**src/rtl/mul_unit.sv**
```systemverilog
// Iterative shift-add multiplier for RV32M MUL/MULH/MULHSU/MULHU in the EX stage.
// Retires BITS_PC multiplier bits per cycle and pulses mul_finish for one cycle.
module mul_unit #(
   parameter int XLEN    = 32,
   parameter int BITS_PC = 1
) (
   input  logic            clk,
   input  logic            rst_n,
   input  logic            flush,
   input  logic [1:0]      MULtype,
   input  logic            mul_hu,
   input  logic [XLEN-1:0] rs1_data,
   input  logic [XLEN-1:0] rs2_data,
   output logic            mul_busy,
   output logic            mul_finish,
   output logic [XLEN-1:0] mul_result
);

   localparam int N  = XLEN / BITS_PC;
   localparam int CW = (N > 1) ? $clog2(N) : 1;
   localparam logic [CW-1:0] LAST = CW'(N - 1);

   typedef enum logic [1:0] {
      S_IDLE,
      S_BUSY,
      S_DONE
   } state_t;

   state_t              state_q, state_d;
   logic [CW-1:0]       cnt_q, cnt_d;
   logic [2*XLEN-1:0]   acc_q, acc_d;
   logic [2*XLEN-1:0]   mcand_q, mcand_d;
   logic [XLEN-1:0]     mplier_q, mplier_d;
   logic                neg_q, neg_d;
   logic                is_mul_q, is_mul_d;
   logic [XLEN-1:0]     result_q, result_d;

   logic                a_signed;
   logic                b_signed;
   logic                a_neg;
   logic                b_neg;
   logic [XLEN-1:0]     a_mag;
   logic [XLEN-1:0]     b_mag;
   logic [2*XLEN-1:0]   acc_n;
   logic [2*XLEN-1:0]   prod;

   always_comb begin
      a_signed = (MULtype == 2'd2) || ((MULtype == 2'd3) && !mul_hu);
      b_signed = (MULtype == 2'd2);
      a_neg    = a_signed & rs1_data[XLEN-1];
      b_neg    = b_signed & rs2_data[XLEN-1];
      a_mag    = a_neg ? (~rs1_data + 1'b1) : rs1_data;
      b_mag    = b_neg ? (~rs2_data + 1'b1) : rs2_data;
   end

   // One iteration: add the partial products selected by the low multiplier bits.
   always_comb begin
      acc_n = acc_q;
      for (int i = 0; i < BITS_PC; i++) begin
         if (mplier_q[i]) begin
            acc_n = acc_n + (mcand_q << i);
         end
      end
      prod = neg_q ? (~acc_n + 1'b1) : acc_n;
   end

   always_comb begin
      state_d  = state_q;
      cnt_d    = cnt_q;
      acc_d    = acc_q;
      mcand_d  = mcand_q;
      mplier_d = mplier_q;
      neg_d    = neg_q;
      is_mul_d = is_mul_q;
      result_d = result_q;

      unique case (state_q)
         S_IDLE: begin
            if (MULtype != 2'd0) begin
               mcand_d  = {{XLEN{1'b0}}, a_mag};
               mplier_d = b_mag;
               neg_d    = a_neg ^ b_neg;
               is_mul_d = (MULtype == 2'd1);
               acc_d    = '0;
               cnt_d    = '0;
               state_d  = S_BUSY;
            end
         end
         S_BUSY: begin
            acc_d    = acc_n;
            mcand_d  = mcand_q << BITS_PC;
            mplier_d = mplier_q >> BITS_PC;
            cnt_d    = cnt_q + CW'(1);
            if (cnt_q == LAST) begin
               state_d  = S_DONE;
               result_d = is_mul_q ? prod[XLEN-1:0]
                                   : prod[2*XLEN-1:XLEN];
            end
         end
         S_DONE: begin
            state_d = S_IDLE;
         end
         default: begin
            state_d = S_IDLE;
         end
      endcase

      // A squashed op never publishes a result.
      if (flush) begin
         state_d  = S_IDLE;
         result_d = result_q;
      end
   end

   always_ff @(posedge clk) begin
      if (!rst_n) begin
         state_q  <= S_IDLE;
         cnt_q    <= '0;
         acc_q    <= '0;
         mcand_q  <= '0;
         mplier_q <= '0;
         neg_q    <= 1'b0;
         is_mul_q <= 1'b0;
         result_q <= '0;
      end else begin
         state_q  <= state_d;
         cnt_q    <= cnt_d;
         acc_q    <= acc_d;
         mcand_q  <= mcand_d;
         mplier_q <= mplier_d;
         neg_q    <= neg_d;
         is_mul_q <= is_mul_d;
         result_q <= result_d;
      end
   end

   assign mul_busy   = (state_q != S_IDLE);
   assign mul_finish = (state_q == S_DONE);
   assign mul_result = result_q;

endmodule
```
**config.mk**
```make
export PLATFORM = sky130hd
export DESIGN_NAME = mul_unit
export DESIGN_NICKNAME = d
export VERILOG_FILES = /design/src/rtl/mul_unit.sv
export SDC_FILE = /design/constraint.sdc
export NUM_CORES = 1
export LEC_CHECK = 0
export CAP_MARGIN = 0
export CORE_ASPECT_RATIO = 0.75
export CORE_UTILIZATION = 40
export CTS_BUF_LIST = sky130_fd_sc_hd__clkbuf_8
export CTS_CLUSTER_SIZE = 24
export DETAILED_ROUTE_END_ITERATION = 8
export PLACE_DENSITY = 0.54
export SETUP_SLACK_MARGIN = 0.2
export SLEW_MARGIN = 20
export SYNTH_ARGS = -nofsm -noshare
export SYNTH_HDL_FRONTEND = slang
export SYNTH_SLANG_ARGS = --single-unit
```
**constraint.sdc**
```tcl
create_clock -name clk -period 7.4 [get_ports clk]
set_input_delay 1.48 -clock clk [delete_from_list [all_inputs] [get_ports clk]]
set_output_delay 1.48 -clock clk [all_outputs]
set_load 0.005 [all_outputs]
```
# [Word level (Yosys, flattened, before mapping)]
# Index checks and enable logic that the tools add are counted.
[totals] in_bits=70 wordCells=57 register_bits=201 output_inout_bits=34
[op_classes] reduce_logical=12 n_bitwise=8 addsub=5 mux=16 n_eq_ne=8
[ops] operator="64-bit two-way mux" n=4
[ops] operator="64-bit one-hot mux with 2 select lines" n=2
[ops] operator="32-bit two-way mux" n=4
[ops] operator="32-bit by 1-bit adder with 32-bit output, second input constant" n=2
[ops] operator="64-bit by 1-bit adder with 64-bit output, second input constant" n=1
[ops] operator="64-bit adder" n=1
[ops] operator="32-bit inverter" n=2
[ops] operator="64-bit inverter" n=1
[ops] operator="32-bit one-hot mux with 2 select lines" n=1
[ops] operator="5-bit one-hot mux with 2 select lines" n=1
[ops] operator="2-bit equality test, second input constant" n=3
[ops] operator="2-bit AND reduction" n=3
[ops] operator="2-bit nonzero test" n=3
[ops] operator="5-bit by 1-bit adder with 5-bit output, second input constant" n=1
[ops] operator="5-bit equality test, second input constant" n=1
[ops] operator="5-bit two-way mux" n=1
[ops] operator="2-bit by 1-bit equality test with 1-bit output, second input constant" n=2
[ops] operator="2-bit two-way mux" n=2
[ops] operator="2-bit != test, second input constant" n=2
[ops] operator="2-bit one-hot mux with 2 select lines" n=1
[ops] operator="3-bit AND reduction" n=1
[ops] operator="1-bit bitwise AND" n=2
[ops] operator="2-bit logical NOT" n=1
[ops] operator="1-bit inverter" n=2
[ops] operator="5 further kinds" n=5

# [Longest topological paths before layout]
[depth] depth_word=7 ltp_mapped=24

# [Least setup slack after synthesis]
# Ideal clock, no wire load.
[synth_timing] kind="reg2reg" start="register mplier_q[0]" end="register result_q[18] (netlist: mul_result[18])" arrival_ps=5672 path_stages_with_launch=24 setup_slack_ps=1632 setup_time_ps=95 synth_period_minus_slack_ps=5768 path_buffers=10 path_cell_list="dfxtp_1 buf_2 clkbuf_1 buf_2 buf_2 buf_1 buf_2 buf_1 buf_1 buf_1 mux2i_1 ha_1 nand2_1 nor2_1 nand4b_1 nor4_1 nand3_1 nor3_2 and4_1 buf_2 nand2_1 nor3b_1 mux2_2 a221oi_1"
[synth_via] elab_chain_len=5
[synth_rtl] item="start: declaration" line_no="33" rtl="logic [XLEN-1:0] mplier_q, mplier_d;"
[synth_rtl] item="start signal: assignment" line_no="130" rtl="mplier_q <= mplier_d;"
[synth_rtl] item="64-bit two-way mux (*)" line_no="60" rtl="if (mplier_q[i]) begin"
[synth_rtl] item="64-bit inverter" line_no="64" rtl="prod = neg_q ? (~acc_n + 1'b1) : acc_n;"
[synth_rtl] item="64-bit by 1-bit adder with 64-bit output" line_no="64"
[synth_rtl] item="64-bit two-way mux (*)" line_no="64"
[synth_rtl] item="32-bit two-way mux (*)" line_no="96" rtl="result_d = is_mul_q ? prod[XLEN-1:0]"
[synth_rtl] item="end signal: assignment" line_no="133" rtl="result_q <= result_d;"
[synth_rtl] item="end: declaration" line_no="36" rtl="logic [XLEN-1:0] result_q, result_d;"
# Every way passes the cells marked *; elsewhere a longest branch is shown, timed or not.
# A chain may end at the register's enable or synchronous reset.

# [Worst setup path in the final report]
[layout_timing] start="register acc_q[0]" end="register result_q[5] (netlist: mul_result[5])"
[layout_via] elab_chain_len=6
[layout_rtl] item="start: declaration" line_no="31" rtl="logic [2*XLEN-1:0] acc_q, acc_d;"
[layout_rtl] item="start signal: assignment" line_no="119" rtl="acc_q <= '0;"
[layout_rtl] item="start signal: assignment" line_no="128" rtl="acc_q <= acc_d;"
[layout_rtl] item="64-bit adder" line_no="61" rtl="acc_n = acc_n + (mcand_q << i);"
[layout_rtl] item="64-bit two-way mux (*)" line_no="60"
[layout_rtl] item="64-bit inverter" line_no="64"
[layout_rtl] item="64-bit by 1-bit adder with 64-bit output" line_no="64"
[layout_rtl] item="64-bit two-way mux (*)" line_no="64"
[layout_rtl] item="32-bit two-way mux (*)" line_no="96"
# Marked as above.

==> report_table.html <==
<table>
<tr><th>Metric</th><th>Value</th></tr>
<tr><th colspan="2">Placement</th></tr>
<tr><td>Final weighted congestion in routability-driven placement</td><td>0.9764</td></tr>
<tr><td>DP Worst Slack</td><td>around 2.0 ns</td></tr>
<tr><td>Post-detail-place hpwl</td><td>48240 µm</td></tr>
<tr><td>Count of input and output buffers</td><td>103</td></tr>
<tr><th colspan="2">Critical path</th></tr>
<tr><td>CP Data Required Time</td><td>just under 8 ns</td></tr>
<tr><td>R2R Path Start</td><td>acc_q[0]</td></tr>
<tr><td>Ordered list of cells on the worst path</td><td>ha_1, inv_1, fa_1, nand2b_1, a21oi_1, o21a_1, a21boi_0, o2111a_1, a221oi_1, nand2_1, nor2_1, and2_1, nand3b_1, a32o_1, a2111oi_0, o21a_1</td></tr>
<tr><td>Cells on worst reg2reg path</td><td>16</td></tr>
<tr><td>Startpoint-to-endpoint class of the critical path</td><td>reg -&gt; reg</td></tr>
<tr><td>Crit path DAT</td><td>6.04 ns</td></tr>
<tr><td>Capturing element of the worst setup path</td><td>mul_result[5]</td></tr>
<tr><td>Critical path endpoint category</td><td>flip-flop</td></tr>
<tr><td>Worst path top cell family by delay</td><td>compound AO/OA/AOI/OAI gates</td></tr>
<tr><td>Cell mode on critical path</td><td>sky130_fd_sc_hd__o21a_1</td></tr>
<tr><td>Worst R2R Setup Slack</td><td>1.89 ns</td></tr>
<tr><td>Max incr delay on CP</td><td>0.90 ns</td></tr>
<tr><td>Master of the slowest instance on the critical path</td><td>sky130_fd_sc_hd__a2111oi_0</td></tr>
<tr><td>Crit. path cell count</td><td>16</td></tr>
<tr><td>Timing startpoint of the critical path</td><td>acc_q[0]</td></tr>
<tr><td>Critical-path maximum fanout</td><td>7</td></tr>
<tr><td>Setup crit start kind</td><td>flip-flop</td></tr>
<tr><td>Reg2Reg Capture Point</td><td>mul_result[5]</td></tr>
<tr><td>Count of buffer and inverter cells on the critical path</td><td>1</td></tr>
<tr><th colspan="2">Hold path</th></tr>
<tr><td>Type of the tightest min-delay check</td><td>reg -&gt; reg</td></tr>
<tr><th colspan="2">Routing</th></tr>
<tr><td>First drt pass iteration count</td><td>9</td></tr>
<tr><td>Met1 Routed Length</td><td>31540 µm</td></tr>
<tr><td>Met2 wire len</td><td>25980 µm</td></tr>
<tr><td>Post-Route WL</td><td>between 60000 and 70000 µm</td></tr>
<tr><td>Metal3 WL</td><td>7006 µm</td></tr>
<tr><td>Vias post-DR</td><td>between 15k and 20k</td></tr>
<tr><td>DRC violations left</td><td>0</td></tr>
<tr><td>Antenna-violating nets left</td><td>0</td></tr>
<tr><td>Drt initial violations</td><td>approximately 1.8k</td></tr>
<tr><td>DR top layer</td><td>met5</td></tr>
<tr><td>Routed length per instance</td><td>around 22 µm</td></tr>
<tr><td>Mean number of vias per cell</td><td>6.314</td></tr>
<tr><th colspan="2">Timing</th></tr>
<tr><td>Count of endpoints failing setup in the final report</td><td>0</td></tr>
<tr><td>Worst relative slew slack</td><td>between 20% and 30%</td></tr>
<tr><td>Final critical-path share of the clock period</td><td>74.51%</td></tr>
<tr><td>Minimum clock period</td><td>5.514 ns</td></tr>
<tr><td>Final setup skew</td><td>0.04142 ns</td></tr>
<tr><td>Final Slew Violations</td><td>0</td></tr>
<tr><td>RSZ-0062 raised after global routing</td><td>no</td></tr>
<tr><td>Post-route setup slack</td><td>approximately 1.9 ns</td></tr>
<tr><td>Final total negative setup slack</td><td>0 ns</td></tr>
<tr><td>Worst-margin pin slew</td><td>1.090 ns</td></tr>
<tr><td>Maximum clock rate</td><td>181.4 MHz</td></tr>
<tr><td>Hold Vio Cnt, Final</td><td>0</td></tr>
<tr><th colspan="2">Pwr</th></tr>
<tr><td>Worst vdd rail ir drop</td><td>around 110 µV</td></tr>
<tr><td>Combinational cell fraction of total power</td><td>21.9%</td></tr>
<tr><td>Part of the power in registers</td><td>39.7%</td></tr>
<tr><td>Clk network pwr share</td><td>38.4%</td></tr>
<tr><td>Power per unit of standard cell area</td><td>153.6 nW/µm²</td></tr>
<tr><td>Switching part of the total</td><td>34.94%</td></tr>
<tr><td>Net switching power of the design</td><td>1.016 mW</td></tr>
<tr><td>Internal power</td><td>1.893 mW</td></tr>
<tr><td>Leakage power</td><td>6.787 nW</td></tr>
<tr><td>Total Power</td><td>2.909 mW</td></tr>
<tr><th colspan="2">Yosys</th></tr>
<tr><td>Cell count after synthesis</td><td>2344</td></tr>
<tr><td>Share of synthesized area occupied by flip-flops and latches</td><td>roughly a quarter</td></tr>
<tr><td>Flops &amp; latches, synth</td><td>201</td></tr>
<tr><td>Primary flip-flop cell chosen by synthesis mapping</td><td>sky130_fd_sc_hd__dfxtp_1</td></tr>
<tr><td>Post-synth EDFFs</td><td>0</td></tr>
<tr><td>Share of async-settable or async-resettable flops after synthesis</td><td>0%</td></tr>
<tr><td>Post-synthesis average cell area</td><td>7.207 µm²</td></tr>
<tr><td>Area of the mapped netlist</td><td>16890 µm²</td></tr>
<tr><td>Mapped Nets</td><td>2483</td></tr>
<tr><td>Count of distinct cell types in the synthesized netlist</td><td>109</td></tr>
<tr><td>Yosys warning total</td><td>0</td></tr>
<tr><th colspan="2">GRT</th></tr>
<tr><td>Global-route wire length before repair</td><td>100700 µm</td></tr>
<tr><td>GRT overflow</td><td>0</td></tr>
<tr><td>Maximum number of pins on one net before global-route repair</td><td>100</td></tr>
<tr><td>Antenna violations before repair</td><td>1</td></tr>
<tr><td>Total routing usage reported by global routing</td><td>29.77%</td></tr>
<tr><td>Number of global-route vias before repair</td><td>~17k</td></tr>
<tr><th colspan="2">Clock tree</th></tr>
<tr><td>Post-CTS setup buffers</td><td>0</td></tr>
<tr><td>Quantity of gates resized following cts</td><td>0</td></tr>
<tr><td>Clock tree from TritonCTS</td><td>built</td></tr>
<tr><td>Max Buffers Root-to-Sink</td><td>3</td></tr>
<tr><td>Clock insertion delay at the later pin of the skew report</td><td>0.61 ns</td></tr>
<tr><td>CTS Hold Bufs</td><td>0</td></tr>
<tr><td>Sink Count</td><td>201</td></tr>
<tr><td>Level count of the clock H-tree</td><td>2</td></tr>
<tr><td>CTS buffer count</td><td>38</td></tr>
<tr><td>Clock slew at the register clock pins of the worst setup and hold paths</td><td>roughly 0.07 ns</td></tr>
<tr><td>Root buf cell</td><td>sky130_fd_sc_hd__clkbuf_8</td></tr>
<tr><th colspan="2">Run status</th></tr>
<tr><td>Outcome</td><td>complete, no violations</td></tr>
<tr><th colspan="2">Job</th></tr>
<tr><td>Number of maximum-capacitance constraint violations</td><td>0</td></tr>
<tr><th colspan="2">Floorplan</th></tr>
<tr><td>I/O pin count</td><td>104</td></tr>
<tr><td>Core outline area</td><td>between 40000 and 50000 µm²</td></tr>
<tr><td>Overall die area</td><td>43070 µm²</td></tr>
<tr><td>Height of the die</td><td>180.0 µm</td></tr>
<tr><td>Die Wd</td><td>around 240 µm</td></tr>
<tr><td>Initial cell density of the core</td><td>40.96%</td></tr>
<tr><td>FP Rows</td><td>64</td></tr>
<tr><th colspan="2">Cells and area</th></tr>
<tr><td>Layout cell share with drive strength beyond 1</td><td>7.161%</td></tr>
<tr><td>Growth of design area from synthesis to finish</td><td>12.12%</td></tr>
<tr><td>Diodes inserted</td><td>0</td></tr>
<tr><td>Top library cells by usage in the layout, fill and taps aside</td><td>299 x sky130_fd_sc_hd__nand2_1, 277 x sky130_fd_sc_hd__a21oi_1, 212 x sky130_fd_sc_hd__nor2_1, 198 x sky130_fd_sc_hd__dfxtp_1, 110 x sky130_fd_sc_hd__o21ai_0</td></tr>
<tr><td>Most common library cell in the layout ignoring fill and taps</td><td>sky130_fd_sc_hd__nand2_1</td></tr>
<tr><td>Final nets</td><td>2483</td></tr>
</table>
-- registers in the layout, summed over array words and instances (netlist names) --
signal      cells
mul_result     32
neg_q           1
mplier_q       32
state_q         2
cnt_q           5
mcand_q        64
acc_q          64
is_mul_q        1
-- how the worst min path moves through the flow --
| stage | cells after the start | slack [ns] | end | start |
|---|---|---|---|---|
| after floorplan | 2 | 0.44 | mul_result[23] | mul_result[23] |
| after global placement | 2 | 0.46 | mul_result[23] | mul_result[23] |
| after detailed placement | 2 | 0.44 | mul_result[23] | mul_result[23] |
| after CTS | 2 | 0.46 | mul_result[23] | mul_result[23] |
| after global routing | 2 | 0.48 | mul_result[23] | mul_result[23] |
| final | 2 | 0.47 | mul_result[23] | mul_result[23] |
-- synth_stat cells (all sizes together), types with 7 or more instances --
cell type	number	area (µm²)
o21ai	138	701.9
a211o	8	70.07
nand2b	17	106.4
ha	68	850.8
o221ai	8	70.07
mux2i	25	250.2
nor4	23	165.2
and4	25	221.5
or3	19	118.9
o31ai	21	167.7
a2111oi	9	123.9
o2111ai	8	70.07
a221oi	12	128.9
and3	19	118.9
a31oi	56	356.6
nor2b	14	87.58
a311oi	9	78.83
nor2	214	803.3
xnor2	60	525.5
o41ai	15	146.4
a21boi	7	52.55
a21o	22	165.2
o21bai	7	56.30
and2	11	68.82
or2	9	56.30
buf	50	256.5
a21oi	286	1473
dfxtp	201	4024
or4	19	146.4
nand3	103	520.5
nand4	51	325.3
o211ai	31	256.5
xor2	41	359.1
nor3	57	306.5
clkbuf	123	462.9
mux2	14	157.7
a22oi	67	503.0
inv	40	150.1
nand2	300	1129
o21a	17	127.6
a211oi	19	160.2
-- power groups by stage --
stage          clock network (mW)  logic (mW)  registers, mW
3_5_place_dp                    0       0.623           1.18
6_report                     1.12       0.638           1.15
2_1_floorplan                   0       0.429           1.16
3_3_place_gp                    0       0.618           1.18
4_1_cts                      1.13       0.625           1.15
5_1_grt                      1.19       0.690           1.16
-- layout make-up --
class / instances / area [µm²]
flip-flops and latches: 201 / 4030
multi-input cells: 1928 / 12050
clock inverters: 25 / 126.4
well taps: 561 / 701.9
inverters: 42 / 160.2
clock buffers: 45 / 619.3
fillers: 4220 / 22300
repair buffers: 133 / 1256
-- metal layers --
layer | GRT usage [%] | up-vias
met4 | 5.385 | 2
li1 | - | 8761
met1 | 45.01 | 8889
met3 | 8.830 | 70
met2 | 41.03 | 809
met5 | 0 | -
-- metrics by stage --
step	area, µm²	cells	utilization [%]	hold WS [ns]
2_1_floorplan	16890	2344	-	0.4388
3_3_place_gp	18190	2865	44.10	0.4589
3_5_place_dp	18190	2865	44.10	0.4416
4_1_cts	18930	2935	45.91	0.4601
5_1_grt	18940	2935	45.93	0.4765
6_report	18940	2935	45.93	0.4653
-- tightest hold or removal path: stages, from the launching register on --
cell and delay, ns:
sky130_fd_sc_hd__dfxtp_1 0.32, sky130_fd_sc_hd__nand2_1 0.06, sky130_fd_sc_hd__nand2_1 0.04
-- cell families (layout without fill, tap and decap cells) --
family                   Yosys count  after routing  synth area share (%)
AO/OA/AOI/OAI                    808            808                 31.76
XOR/XNOR                         101            101                 5.236
adder cells (fa/ha/maj)           69             69                 5.155
buffers and inverters            215            245                 5.192
flip-flops                       201            201                 23.82
multiplexers                      39             39                 2.414
AND/OR/NAND/NOR                  911            911                 26.43
(Power assumes the default switching activity.)
